### config.mk
export PLATFORM = sky130hd
export DESIGN_NAME = jk_excitation_driver
export DESIGN_NICKNAME = d
export VERILOG_FILES = /design/src/rtl/jk_drv_pkg.sv /design/src/rtl/jk_excite_enc.sv /design/src/rtl/jk_excitation_driver.sv
export SDC_FILE = /design/constraint.sdc
export NUM_CORES = 1
export LEC_CHECK = 0
export BUFFER_PORTS_ARGS = -buffer_cell sky130_fd_sc_hd__buf_4
export CORE_MARGIN = 5
export CORE_UTILIZATION = 48
export DETAILED_ROUTE_END_ITERATION = 6
export PLACE_DENSITY_LB_ADDON = 0.3
export SLEW_MARGIN = 40
export SYNTH_ARGS = -nofsm -noshare
export SYNTH_HDL_FRONTEND = slang
export SYNTH_SLANG_ARGS = --single-unit
### constraint.sdc
create_clock -name clk -period 1.7 [get_ports clk]
set_input_delay 0.34 -clock clk [delete_from_list [all_inputs] [get_ports clk]]
set_output_delay 0.34 -clock clk [all_outputs]
set_load 0.02 [all_outputs]
### src/rtl/jk_drv_pkg.sv
// Shared types and constants for the JK excitation driver.
package jk_drv_pkg;

  typedef enum logic {
    IDLE,
    DRIVE
  } drv_state_e;

  localparam logic [1:0] ENC_TOGGLE = 2'd0;
  localparam logic [1:0] ENC_FORCE  = 2'd1;
  localparam logic [1:0] ENC_MINSR  = 2'd2;

  localparam logic [1:0] JK_HOLD = 2'b00;
  localparam logic [1:0] JK_RST  = 2'b01;
  localparam logic [1:0] JK_SET  = 2'b10;
  localparam logic [1:0] JK_TGL  = 2'b11;

endpackage

### src/rtl/jk_excite_enc.sv
// Bitwise JK excitation encoder: picks per-bit J/K codes that move cur to tgt.
module jk_excite_enc
  import jk_drv_pkg::*;
#(
  parameter int unsigned WIDTH = 8
) (
  input  logic [WIDTH-1:0] cur,
  input  logic [WIDTH-1:0] tgt,
  input  logic [1:0]       mode,
  output logic [WIDTH-1:0] j,
  output logic [WIDTH-1:0] k
);

  logic [1:0] code;

  always_comb begin
    j = '0;
    k = '0;
    for (int unsigned i = 0; i < WIDTH; i++) begin
      code = JK_HOLD;
      unique case (mode)
        ENC_TOGGLE: code = (cur[i] != tgt[i]) ? JK_TGL : JK_HOLD;
        ENC_FORCE:  code = tgt[i] ? JK_SET : JK_RST;
        ENC_MINSR:  code = (cur[i] == tgt[i]) ? JK_HOLD : (tgt[i] ? JK_SET : JK_RST);
        default:    code = JK_HOLD;
      endcase
      j[i] = code[1];
      k[i] = code[0];
    end
  end

endmodule

### src/rtl/jk_excitation_driver.sv
// Drives an external negedge JK bank to a requested word, verifies via q_fb,
// retries on mismatch and reports done / err.
module jk_excitation_driver
  import jk_drv_pkg::*;
#(
  parameter int unsigned WIDTH     = 8,
  parameter int unsigned ENC_MODE  = 2,
  parameter int unsigned MAX_RETRY = 2
) (
  input  logic             clk,
  input  logic             rst,
  input  logic [WIDTH-1:0] tgt_data,
  input  logic             tgt_valid,
  output logic             tgt_ready,
  output logic [WIDTH-1:0] j,
  output logic [WIDTH-1:0] k,
  input  logic [WIDTH-1:0] q_fb,
  output logic             busy,
  output logic             done,
  output logic             err,
  output logic             fault
);

  localparam int unsigned RW = (MAX_RETRY > 0) ? $clog2(MAX_RETRY + 1) : 1;
  localparam logic [1:0]  MODE = 2'(ENC_MODE);

  drv_state_e       state_q, state_d;
  logic [WIDTH-1:0] tgt_q, tgt_d;
  logic [RW-1:0]    retry_q, retry_d;
  logic [WIDTH-1:0] j_q, j_d, k_q, k_d;
  logic             ready_q, ready_d;
  logic             busy_q, busy_d;
  logic             done_q, done_d;
  logic             err_q, err_d;
  logic             fault_q, fault_d;

  logic [WIDTH-1:0] enc_tgt, enc_j, enc_k;

  // In IDLE the encoder looks at the incoming word; in DRIVE at the captured one.
  assign enc_tgt = (state_q == IDLE) ? tgt_data : tgt_q;

  jk_excite_enc #(.WIDTH(WIDTH)) u_enc (
    .cur  (q_fb),
    .tgt  (enc_tgt),
    .mode (MODE),
    .j    (enc_j),
    .k    (enc_k)
  );

  always_comb begin
    state_d = state_q;
    tgt_d   = tgt_q;
    retry_d = retry_q;
    j_d     = j_q;
    k_d     = k_q;
    ready_d = ready_q;
    busy_d  = busy_q;
    done_d  = 1'b0;
    err_d   = 1'b0;
    fault_d = fault_q;
    unique case (state_q)
      IDLE: begin
        ready_d = 1'b1;
        busy_d  = 1'b0;
        j_d     = '0;
        k_d     = '0;
        if (tgt_valid && ready_q) begin
          state_d = DRIVE;
          tgt_d   = tgt_data;
          retry_d = '0;
          j_d     = enc_j;
          k_d     = enc_k;
          ready_d = 1'b0;
          busy_d  = 1'b1;
          fault_d = 1'b0;
        end
      end
      DRIVE: begin
        if (q_fb == tgt_q) begin
          state_d = IDLE;
          j_d     = '0;
          k_d     = '0;
          ready_d = 1'b1;
          busy_d  = 1'b0;
          done_d  = 1'b1;
        end else if (retry_q != RW'(MAX_RETRY)) begin
          retry_d = retry_q + RW'(1);
          j_d     = enc_j;
          k_d     = enc_k;
        end else begin
          state_d = IDLE;
          j_d     = '0;
          k_d     = '0;
          ready_d = 1'b1;
          busy_d  = 1'b0;
          err_d   = 1'b1;
          fault_d = 1'b1;
        end
      end
      default: state_d = IDLE;
    endcase
  end

  always_ff @(posedge clk or negedge rst) begin
    if (!rst) begin
      state_q <= IDLE;
      tgt_q   <= '0;
      retry_q <= '0;
      j_q     <= '0;
      k_q     <= '0;
      ready_q <= 1'b0;
      busy_q  <= 1'b0;
      done_q  <= 1'b0;
      err_q   <= 1'b0;
      fault_q <= 1'b0;
    end else begin
      state_q <= state_d;
      tgt_q   <= tgt_d;
      retry_q <= retry_d;
      j_q     <= j_d;
      k_q     <= k_d;
      ready_q <= ready_d;
      busy_q  <= busy_d;
      done_q  <= done_d;
      err_q   <= err_d;
      fault_q <= fault_d;
    end
  end

  assign tgt_ready = ready_q;
  assign j         = j_q;
  assign k         = k_q;
  assign busy      = busy_q;
  assign done      = done_q;
  assign err       = err_q;
  assign fault     = fault_q;

endmodule

==> results of run 1 <==
-- cells in the mapped netlist --
cell type	count	area share
sky130_fd_sc_hd__dfrtp_1	32	0.60
sky130_fd_sc_hd__inv_1	3	0.0085
sky130_fd_sc_hd__a211o_2	1	0.0075
sky130_fd_sc_hd__clkbuf_1	4	0.011
sky130_fd_sc_hd__and3_1	1	0.0047
sky130_fd_sc_hd__mux2i_1	9	0.068
sky130_fd_sc_hd__mux2_2	8	0.068
sky130_fd_sc_hd__o21a_1	1	0.0057
sky130_fd_sc_hd__a32o_1	1	0.0075
sky130_fd_sc_hd__nor2_1	1	0.0028
sky130_fd_sc_hd__xor2_1	8	0.053
sky130_fd_sc_hd__a21oi_1	8	0.030
sky130_fd_sc_hd__nand2_1	11	0.031
sky130_fd_sc_hd__buf_4	1	0.0057
sky130_fd_sc_hd__a211oi_1	8	0.045
sky130_fd_sc_hd__a31o_2	1	0.0066
sky130_fd_sc_hd__nand3_1	1	0.0038
sky130_fd_sc_hd__buf_6	1	0.0085
sky130_fd_sc_hd__o21ai_0	1	0.0038
sky130_fd_sc_hd__ha_1	1	0.0094
sky130_fd_sc_hd__a2111oi_0	1	0.0066
sky130_fd_sc_hd__nor4_1	2	0.0094
-- kinds of logic (layout without fill, tap and decap cells) --
family	after synthesis	count (layout)	share of synthesized area
buffers and inverters	9	58	0.0339
AND/OR/NAND/NOR	16	16	0.0518
XOR/XNOR	8	8	0.0528
AO/OA/AOI/OAI	22	22	0.113
flip-flops	32	32	0.603
multiplexers	17	17	0.136
adder cells (fa/ha/maj)	1	1	0.00942
-- report_power, final --
part | internal (uW) | switching, uW | total, uW | leakage, uW
sequential | 1060 | 171 | 1230 | 0.000408
clock | 204 | 250 | 454 | 0.0000326
combinational | 718 | 812 | 1530 | 0.000454
-- final timing paths --
| check | endpoint | cells after the start | startpoint | slack (ns) |
|---|---|---|---|---|
| max | retry_q[1]$_DFFE_PN0P_ | 6 | tgt_q[4]$_DFFE_PN0P_ | 0.07 |
| min | j[2]$_DFF_PN0_ | 2 | q_fb[2] | 0.17 |
| max reg2reg | retry_q[1]$_DFFE_PN0P_ | 6 | tgt_q[4]$_DFFE_PN0P_ | 0.07 |
| min reg2reg | retry_q[0]$_DFFE_PN0P_ | 1 | retry_q[0]$_DFFE_PN0P_ | 0.49 |
| max in group asynchronous | state_q$_DFF_PN0_ | 2 | rst | 0.93 |
| min in group asynchronous | j[3]$_DFF_PN0_ | 2 | rst | 0.47 |
-- through the flow --
step / cells / total power (uW) / util / hold WS [ns]
after global placement: 176 / 2690 / 0.619 / 0.294
after floorplan: 105 / 2190 / - / 0.0444
after CTS: 185 / 3200 / 0.647 / 0.163
after detailed placement: 176 / 2740 / 0.619 / 0.304
final: 185 / 3220 / 0.652 / 0.170
after global routing: 185 / 3450 / 0.652 / 0.148
-- area by class of cell --
cell class              instances  area [um^2]
inverters                       3         11.3
well taps                      31         38.8
multi-input cells              64          499
repair buffers                 47          359
flip-flops and latches         32          801
clock buffers                   8         58.8
fillers                       229          942
-- timing repair --
item / CTS / global route
gates cloned: 0 / 0
pin swaps: 0 / 1
endpoints found under the setup margin: 2 / 3
hold buffers: 1 / 0
hold endpoints to repair: 32 / 0
gates resized for setup: 1 / 4
-- critical path, stage by stage, from the launching register on --
cell and delay, ns:
sky130_fd_sc_hd__dfrtp_1 0.42, sky130_fd_sc_hd__xor2_1 0.16, sky130_fd_sc_hd__nor4_1 0.07, sky130_fd_sc_hd__buf_4 0.14
sky130_fd_sc_hd__a211o_2 0.31, sky130_fd_sc_hd__buf_4 0.18, sky130_fd_sc_hd__a31o_2 0.25
-- registers in the layout, summed over array words and instances, names as in the netlist --
name	count
tgt_q	8
tgt_ready	1
done	1
j	8
k	8
err	1
fault	1
busy	1
state_q	1
retry_q	2
-- layer usage --
layer | global-route usage | share of wire | up-vias
met5 | 0 | 0 | -
met4 | 0.0637 | 0.0090 | 0
met3 | 0.0719 | 0.077 | 4
met2 | 0.237 | 0.49 | 34
met1 | 0.191 | 0.42 | 468
li1 | - | - | 468
==> flow_results.xml, run 1 <==
<?xml version="1.0" encoding="UTF-8"?>
<metrics>
  <group name="worst_setup_path">
    <metric name="worst_path_required_time" unit="ns">1.92</metric>
    <metric name="cp-start-kind" unit="">register</metric>
    <metric name="timing.setup.critical_path_class" unit="">register to register</metric>
    <metric name="critPathMaxFanout" unit="">10</metric>
    <metric name="worst-endpoint-arrival" unit="ns">1.85</metric>
    <metric name="worst_setup_path_end_kind" unit="">register</metric>
  </group>
  <group name="placement">
    <metric name="post_placement_worst_setup_slack" unit="ns">-0.0452</metric>
    <metric name="numPortBuffers" unit="">39</metric>
    <metric name="placement.cell_area" unit="mm^2">0.00168</metric>
    <metric name="place.gp.congestion" unit="">0.765</metric>
    <metric name="dp_hpwl" unit="mm">1.97</metric>
  </group>
  <group name="die">
    <metric name="die_area" unit="mm^2">0.00392</metric>
    <metric name="initial_utilization" unit="">0.490</metric>
    <metric name="chipHeight" unit="um">62.6</metric>
    <metric name="core" unit="mm^2">0.00271</metric>
    <metric name="dieWidth" unit="um">62.6</metric>
    <metric name="io_pins" unit="">40</metric>
    <metric name="row_count" unit="">19</metric>
  </group>
  <group name="cells_and_area">
    <metric name="stdcell_area" unit="mm^2">0.00177</metric>
    <metric name="most_common_cell_after_layout_fill_and_taps_aside" unit="">sky130_fd_sc_hd__buf_4</metric>
    <metric name="layout-drive-gt1-share" unit="">0.422</metric>
    <metric name="fin_nets" unit="">173</metric>
    <metric name="antenna_cells" unit="">0</metric>
    <metric name="final_cell_mix" unit="">sky130_fd_sc_hd__buf_4, sky130_fd_sc_hd__dfrtp_1, sky130_fd_sc_hd__nand2_1</metric>
    <metric name="syn2layout_area_growth" unit="%">33.2</metric>
  </group>
  <group name="logic_synthesis">
    <metric name="ys_ff_latch" unit="">32</metric>
    <metric name="syn-cell-area" unit="mm^2">0.00133</metric>
    <metric name="synth.distinct_cells" unit="">22</metric>
    <metric name="synthesis.instances" unit="">105</metric>
    <metric name="synth_nets" unit="">125</metric>
    <metric name="proportion_of_synthesized_chip_area_in_sequential_cells" unit="">0.603</metric>
    <metric name="synth.avg_cell_area" unit="um^2">12.6</metric>
    <metric name="yosysWarnings" unit="">0</metric>
  </group>
  <group name="cts">
    <metric name="cts.reportedPaths.clkPinSlew" unit="ns">0.10</metric>
    <metric name="clock-sinks" unit="">32</metric>
    <metric name="cts_made_buffers" unit="">5</metric>
    <metric name="post_cts_setup_bufs" unit="">0</metric>
    <metric name="h-tree-depth" unit="">2</metric>
    <metric name="clock_tree.buffer_depth" unit="">2</metric>
    <metric name="clock_insertion_delay_worst_skew" unit="ns">0.33</metric>
    <metric name="tritoncts" unit="">built</metric>
    <metric name="clk_root_buffer_cell" unit="">sky130_fd_sc_hd__clkbuf_4</metric>
  </group>
  <group name="detailed_routing">
    <metric name="first_iter_violations" unit="">17</metric>
    <metric name="routed_via_density" unit="">5.26</metric>
    <metric name="drcViolationCount" unit="">0</metric>
    <metric name="wirelength" unit="mm">2.78</metric>
    <metric name="first_pass_iters" unit="">4</metric>
    <metric name="drt-wirelength-per-cell" unit="um">15.0</metric>
    <metric name="detailroute.via_count" unit="">974</metric>
    <metric name="count_of_antenna_violating_nets_left_after_detailed_routing" unit="">0</metric>
  </group>
  <group name="pwr">
    <metric name="leakagePower" unit="uW">0.000894</metric>
    <metric name="p_per_cell_area" unit="mW/mm^2">1820</metric>
    <metric name="peak_vdd_ir" unit="uV">1230</metric>
  </group>
  <group name="timing">
    <metric name="layout_setup_ws" unit="ns">0.0659</metric>
    <metric name="slew_viol_final" unit="">0</metric>
    <metric name="timing.final.hold_violations" unit="">0</metric>
    <metric name="maxSlewHeadroom" unit="">0.736</metric>
    <metric name="grt_setup_unrepaired" unit="">false</metric>
    <metric name="finalCriticalPeriod" unit="ns">1.63</metric>
    <metric name="setup_tns" unit="ns">0</metric>
    <metric name="worst_pin_slew" unit="ns">0.396</metric>
    <metric name="achievable-frequency" unit="MHz">612</metric>
    <metric name="setup_viol" unit="">0</metric>
    <metric name="finalClockSkew" unit="ns">0.00785</metric>
    <metric name="final.period_utilization" unit="">0.961</metric>
  </group>
  <group name="flow_run">
    <metric name="cap_violations" unit="">0</metric>
  </group>
  <group name="global_route">
    <metric name="grt_pass1_wl" unit="mm">4.78</metric>
    <metric name="grtUsageTotal" unit="">0.156</metric>
    <metric name="grt_pass1_vias" unit="">1028</metric>
    <metric name="global_route.overflow_total" unit="">0</metric>
    <metric name="antenna_violations_before_repair" unit="">0</metric>
    <metric name="grt_max_degree" unit="">33</metric>
  </group>
  <group name="min_path">
    <metric name="hold_class" unit="">input pin to register</metric>
  </group>
  <group name="run_status">
    <metric name="run_status" unit="">completed</metric>
  </group>
</metrics>
(Power assumes the default switching activity.)
==> run 2: changes to the inputs <==
- ABC_AREA: not set -> 1
- BUFFER_PORTS_ARGS: -buffer_cell sky130_fd_sc_hd__buf_4 -> -buffer_cell sky130_fd_sc_hd__clkbuf_2
- SKIP_LAST_GASP: not set -> 1
==> flow_results.xml, run 2 <==
<?xml version="1.0" encoding="UTF-8"?>
<metrics>
  <group name="detailed_routing">
    <metric name="wirelength" unit="mm">2.92</metric>
    <metric name="detailroute.via_count" unit="">1166</metric>
    <metric name="first_iter_violations" unit="">51</metric>
    <metric name="first_pass_iters" unit="">4</metric>
    <metric name="count_of_antenna_violating_nets_left_after_detailed_routing" unit="">0</metric>
    <metric name="drcViolationCount" unit="">0</metric>
    <metric name="drt-wirelength-per-cell" unit="um">12.1</metric>
    <metric name="routed_via_density" unit="">4.82</metric>
  </group>
  <group name="logic_synthesis">
    <metric name="synth_top_area_frac" unit="">0.540</metric>
    <metric name="ys_ff_latch" unit="">32</metric>
    <metric name="synth.distinct_cells" unit="">19</metric>
    <metric name="proportion_of_synthesized_chip_area_in_sequential_cells" unit="">0.540</metric>
    <metric name="synth_top_family_by_area" unit="">simple AND/OR/NAND/NOR gates</metric>
    <metric name="synthesis.instances" unit="">165</metric>
    <metric name="yosys-top-cells-area" unit="">sky130_fd_sc_hd__dfrtp_1, sky130_fd_sc_hd__nand2_1, sky130_fd_sc_hd__a21oi_2</metric>
    <metric name="postSynth.asyncResetShare" unit="">1.00</metric>
    <metric name="post_synth_fa_ha_maj_area_fraction" unit="">0.00844</metric>
    <metric name="synth_nets" unit="">185</metric>
    <metric name="synth.largest_area_cell" unit="">sky130_fd_sc_hd__dfrtp_1</metric>
    <metric name="post_synth_xor_area_fraction" unit="">0.0295</metric>
    <metric name="yosysWarnings" unit="">0</metric>
    <metric name="synth_simple_gate_area_share" unit="">0.218</metric>
    <metric name="post_synth_most_frequent_cells" unit="">sky130_fd_sc_hd__nand2_1, sky130_fd_sc_hd__dfrtp_1, sky130_fd_sc_hd__inv_1, sky130_fd_sc_hd__o21ai_0, sky130_fd_sc_hd__a21oi_2</metric>
    <metric name="syn-cell-area" unit="mm^2">0.00148</metric>
    <metric name="synth_most_common_cell" unit="">sky130_fd_sc_hd__nand2_1</metric>
    <metric name="synthFlopType" unit="">sky130_fd_sc_hd__dfrtp_1</metric>
    <metric name="synthMuxAreaShare" unit="">0</metric>
    <metric name="synth_edf_count" unit="">0</metric>
    <metric name="complex_gate_fraction_of_the_synthesized_area" unit="">0.137</metric>
    <metric name="synth.avg_cell_area" unit="um^2">8.99</metric>
  </group>
  <group name="timing">
    <metric name="timing.final.hold_violations" unit="">0</metric>
    <metric name="slew_viol_final" unit="">0</metric>
    <metric name="setup_tns" unit="ns">0</metric>
    <metric name="worst_pin_slew" unit="ns">0.389</metric>
    <metric name="maxSlewHeadroom" unit="">0.741</metric>
    <metric name="finalClockSkew" unit="ns">0.00919</metric>
    <metric name="grt_setup_unrepaired" unit="">false</metric>
    <metric name="achievable-frequency" unit="MHz">677</metric>
    <metric name="finalCriticalPeriod" unit="ns">1.48</metric>
    <metric name="setup_viol" unit="">0</metric>
    <metric name="layout_setup_ws" unit="ns">0.222</metric>
    <metric name="final.period_utilization" unit="">0.869</metric>
  </group>
  <group name="cts">
    <metric name="clk_root_buffer_cell" unit="">sky130_fd_sc_hd__clkbuf_4</metric>
    <metric name="clock_tree.buffer_depth" unit="">2</metric>
    <metric name="cts_made_buffers" unit="">5</metric>
    <metric name="post_cts_hold_buffer_count" unit="">0</metric>
    <metric name="cts.reportedPaths.clkPinSlew" unit="ns">0.10</metric>
    <metric name="post_cts_setup_bufs" unit="">0</metric>
    <metric name="clock-sinks" unit="">32</metric>
    <metric name="cts_resized" unit="">0</metric>
    <metric name="h-tree-depth" unit="">2</metric>
    <metric name="tritoncts" unit="">built</metric>
    <metric name="clock_insertion_delay_worst_skew" unit="ns">0.33</metric>
  </group>
  <group name="die">
    <metric name="core" unit="mm^2">0.00300</metric>
    <metric name="initial_utilization" unit="">0.494</metric>
    <metric name="chipHeight" unit="um">65.6</metric>
    <metric name="dieWidth" unit="um">65.6</metric>
    <metric name="row_count" unit="">20</metric>
    <metric name="io_pins" unit="">40</metric>
    <metric name="die_area" unit="mm^2">0.00430</metric>
  </group>
  <group name="worst_setup_path">
    <metric name="timing.setup.critical_path_class" unit="">register to register</metric>
    <metric name="worst_r2r_path_depth" unit="">6</metric>
    <metric name="timing.reg2reg.setup_slack" unit="ns">0.22</metric>
    <metric name="worst_setup_path_end_kind" unit="">register</metric>
    <metric name="worst-endpoint-arrival" unit="ns">1.70</metric>
    <metric name="reg2reg_from" unit="">retry_q[0]$_DFFE_PN0P_</metric>
    <metric name="worst_path_required_time" unit="ns">1.92</metric>
    <metric name="reg2reg_to" unit="">retry_q[0]$_DFFE_PN0P_</metric>
    <metric name="cp-start-kind" unit="">register</metric>
    <metric name="critPathMaxFanout" unit="">19</metric>
  </group>
  <group name="placement">
    <metric name="place.gp.congestion" unit="">0.824</metric>
    <metric name="numPortBuffers" unit="">39</metric>
    <metric name="numPlacedInstances" unit="">234</metric>
    <metric name="dp_hpwl" unit="mm">2.26</metric>
    <metric name="post_placement_worst_setup_slack" unit="ns">0.241</metric>
    <metric name="placement.cell_area" unit="mm^2">0.00171</metric>
  </group>
  <group name="cells_and_area">
    <metric name="syn2layout_area_growth" unit="%">19.2</metric>
    <metric name="layout-drive-gt1-share" unit="">0.325</metric>
    <metric name="fraction_of_the_core_area_covered_by_cells_at_the_end_of_the_flow" unit="">0.588</metric>
    <metric name="fin_cells" unit="">242</metric>
    <metric name="stdcell_area" unit="mm^2">0.00177</metric>
    <metric name="final_cell_mix" unit="">sky130_fd_sc_hd__nand2_1, sky130_fd_sc_hd__clkbuf_2, sky130_fd_sc_hd__dfrtp_1</metric>
    <metric name="most_common_cell_after_layout_fill_and_taps_aside" unit="">sky130_fd_sc_hd__nand2_1</metric>
    <metric name="antenna_cells" unit="">0</metric>
    <metric name="fin_nets" unit="">228</metric>
  </group>
  <group name="global_route">
    <metric name="grt_max_degree" unit="">33</metric>
    <metric name="grt_pass1_vias" unit="">1175</metric>
    <metric name="grtUsageTotal" unit="">0.151</metric>
    <metric name="grt_pass1_wl" unit="mm">5.01</metric>
    <metric name="antenna_violations_before_repair" unit="">0</metric>
    <metric name="global_route.overflow_total" unit="">0</metric>
  </group>
  <group name="run_status">
    <metric name="run_status" unit="">completed</metric>
  </group>
  <group name="flow_run">
    <metric name="cap_violations" unit="">0</metric>
  </group>
  <group name="min_path">
    <metric name="hold_class" unit="">input pin to async pin</metric>
  </group>
  <group name="pwr">
    <metric name="peak_vdd_ir" unit="uV">799</metric>
    <metric name="leakagePower" unit="uW">0.000975</metric>
    <metric name="p_per_cell_area" unit="mW/mm^2">1750</metric>
  </group>
</metrics>
run 2: kinds of logic (layout without fill, tap and decap cells):
kind of cell | Yosys count | in the layout
buf+inv | 22 | 66
xor+xnor | 5 | 5
fa+ha+maj | 1 | 1
flops | 32 | 32
simple gates | 72 | 72
compound gates | 33 | 33
run 2: worst max path at each step:
| stage | startpoint | to |
|---|---|---|
| final | retry_q[0]$_DFFE_PN0P_ | retry_q[0]$_DFFE_PN0P_ |
| after global routing | state_q$_DFF_PN0_ | retry_q[0]$_DFFE_PN0P_ |
| after detailed placement | retry_q[0]$_DFFE_PN0P_ | tgt_ready$_DFFE_PN0P_ |
| after global placement | q_fb[4] | k[3]$_DFF_PN0_ |
| after floorplan | retry_q[0]$_DFFE_PN0P_ | j[0]$_DFF_PN0_ |
| after CTS | retry_q[0]$_DFFE_PN0P_ | retry_q[0]$_DFFE_PN0P_ |
run 2: cell type report:
class,count,area (um^2)
well taps,33,41.3
clock buffers,6,51.3
fillers,281,1240
flip-flops and latches,32,801
clock inverters,2,10.0
multi-input cells,111,582
repair buffers,43,225
inverters,15,56.3
run 2: through the flow:
step           hold slack [ns]  total power, uW
3_5_place_dp             0.383             2670
5_1_grt                 0.0227             3340
6_report              0.000930             3090
3_3_place_gp             0.374             2600
4_1_cts                 0.0132             3110
2_1_floorplan           0.0444             2290
run 2: metal layers:
layer / vias to the layer above / part of all wire / GRT usage
li1: 605 / - / -
met4: 0 / 0.011 / 0.0389
met5: - / 0 / 0
met1: 532 / 0.43 / 0.175
met2: 26 / 0.49 / 0.262
met3: 3 / 0.063 / 0.0581
run 2: worst max-delay path, cell delays in order, from the launching register on:
cell and delay (ns):
sky130_fd_sc_hd__dfrtp_1 0.37, sky130_fd_sc_hd__inv_1 0.07, sky130_fd_sc_hd__ha_1 0.24, sky130_fd_sc_hd__nor2_1 0.29
sky130_fd_sc_hd__nand2_4 0.22, sky130_fd_sc_hd__nand3_1 0.12, sky130_fd_sc_hd__nand2_1 0.06
run 2: where the power goes:
part / leakage, uW / switching (uW) / internal (uW) / total [uW]
sequential: 0.000411 / 148 / 1050 / 1200
clock: 0.0000380 / 255 / 197 / 451
combinational: 0.000526 / 951 / 488 / 1440
total: 0.000975 / 1350 / 1730 / 3090
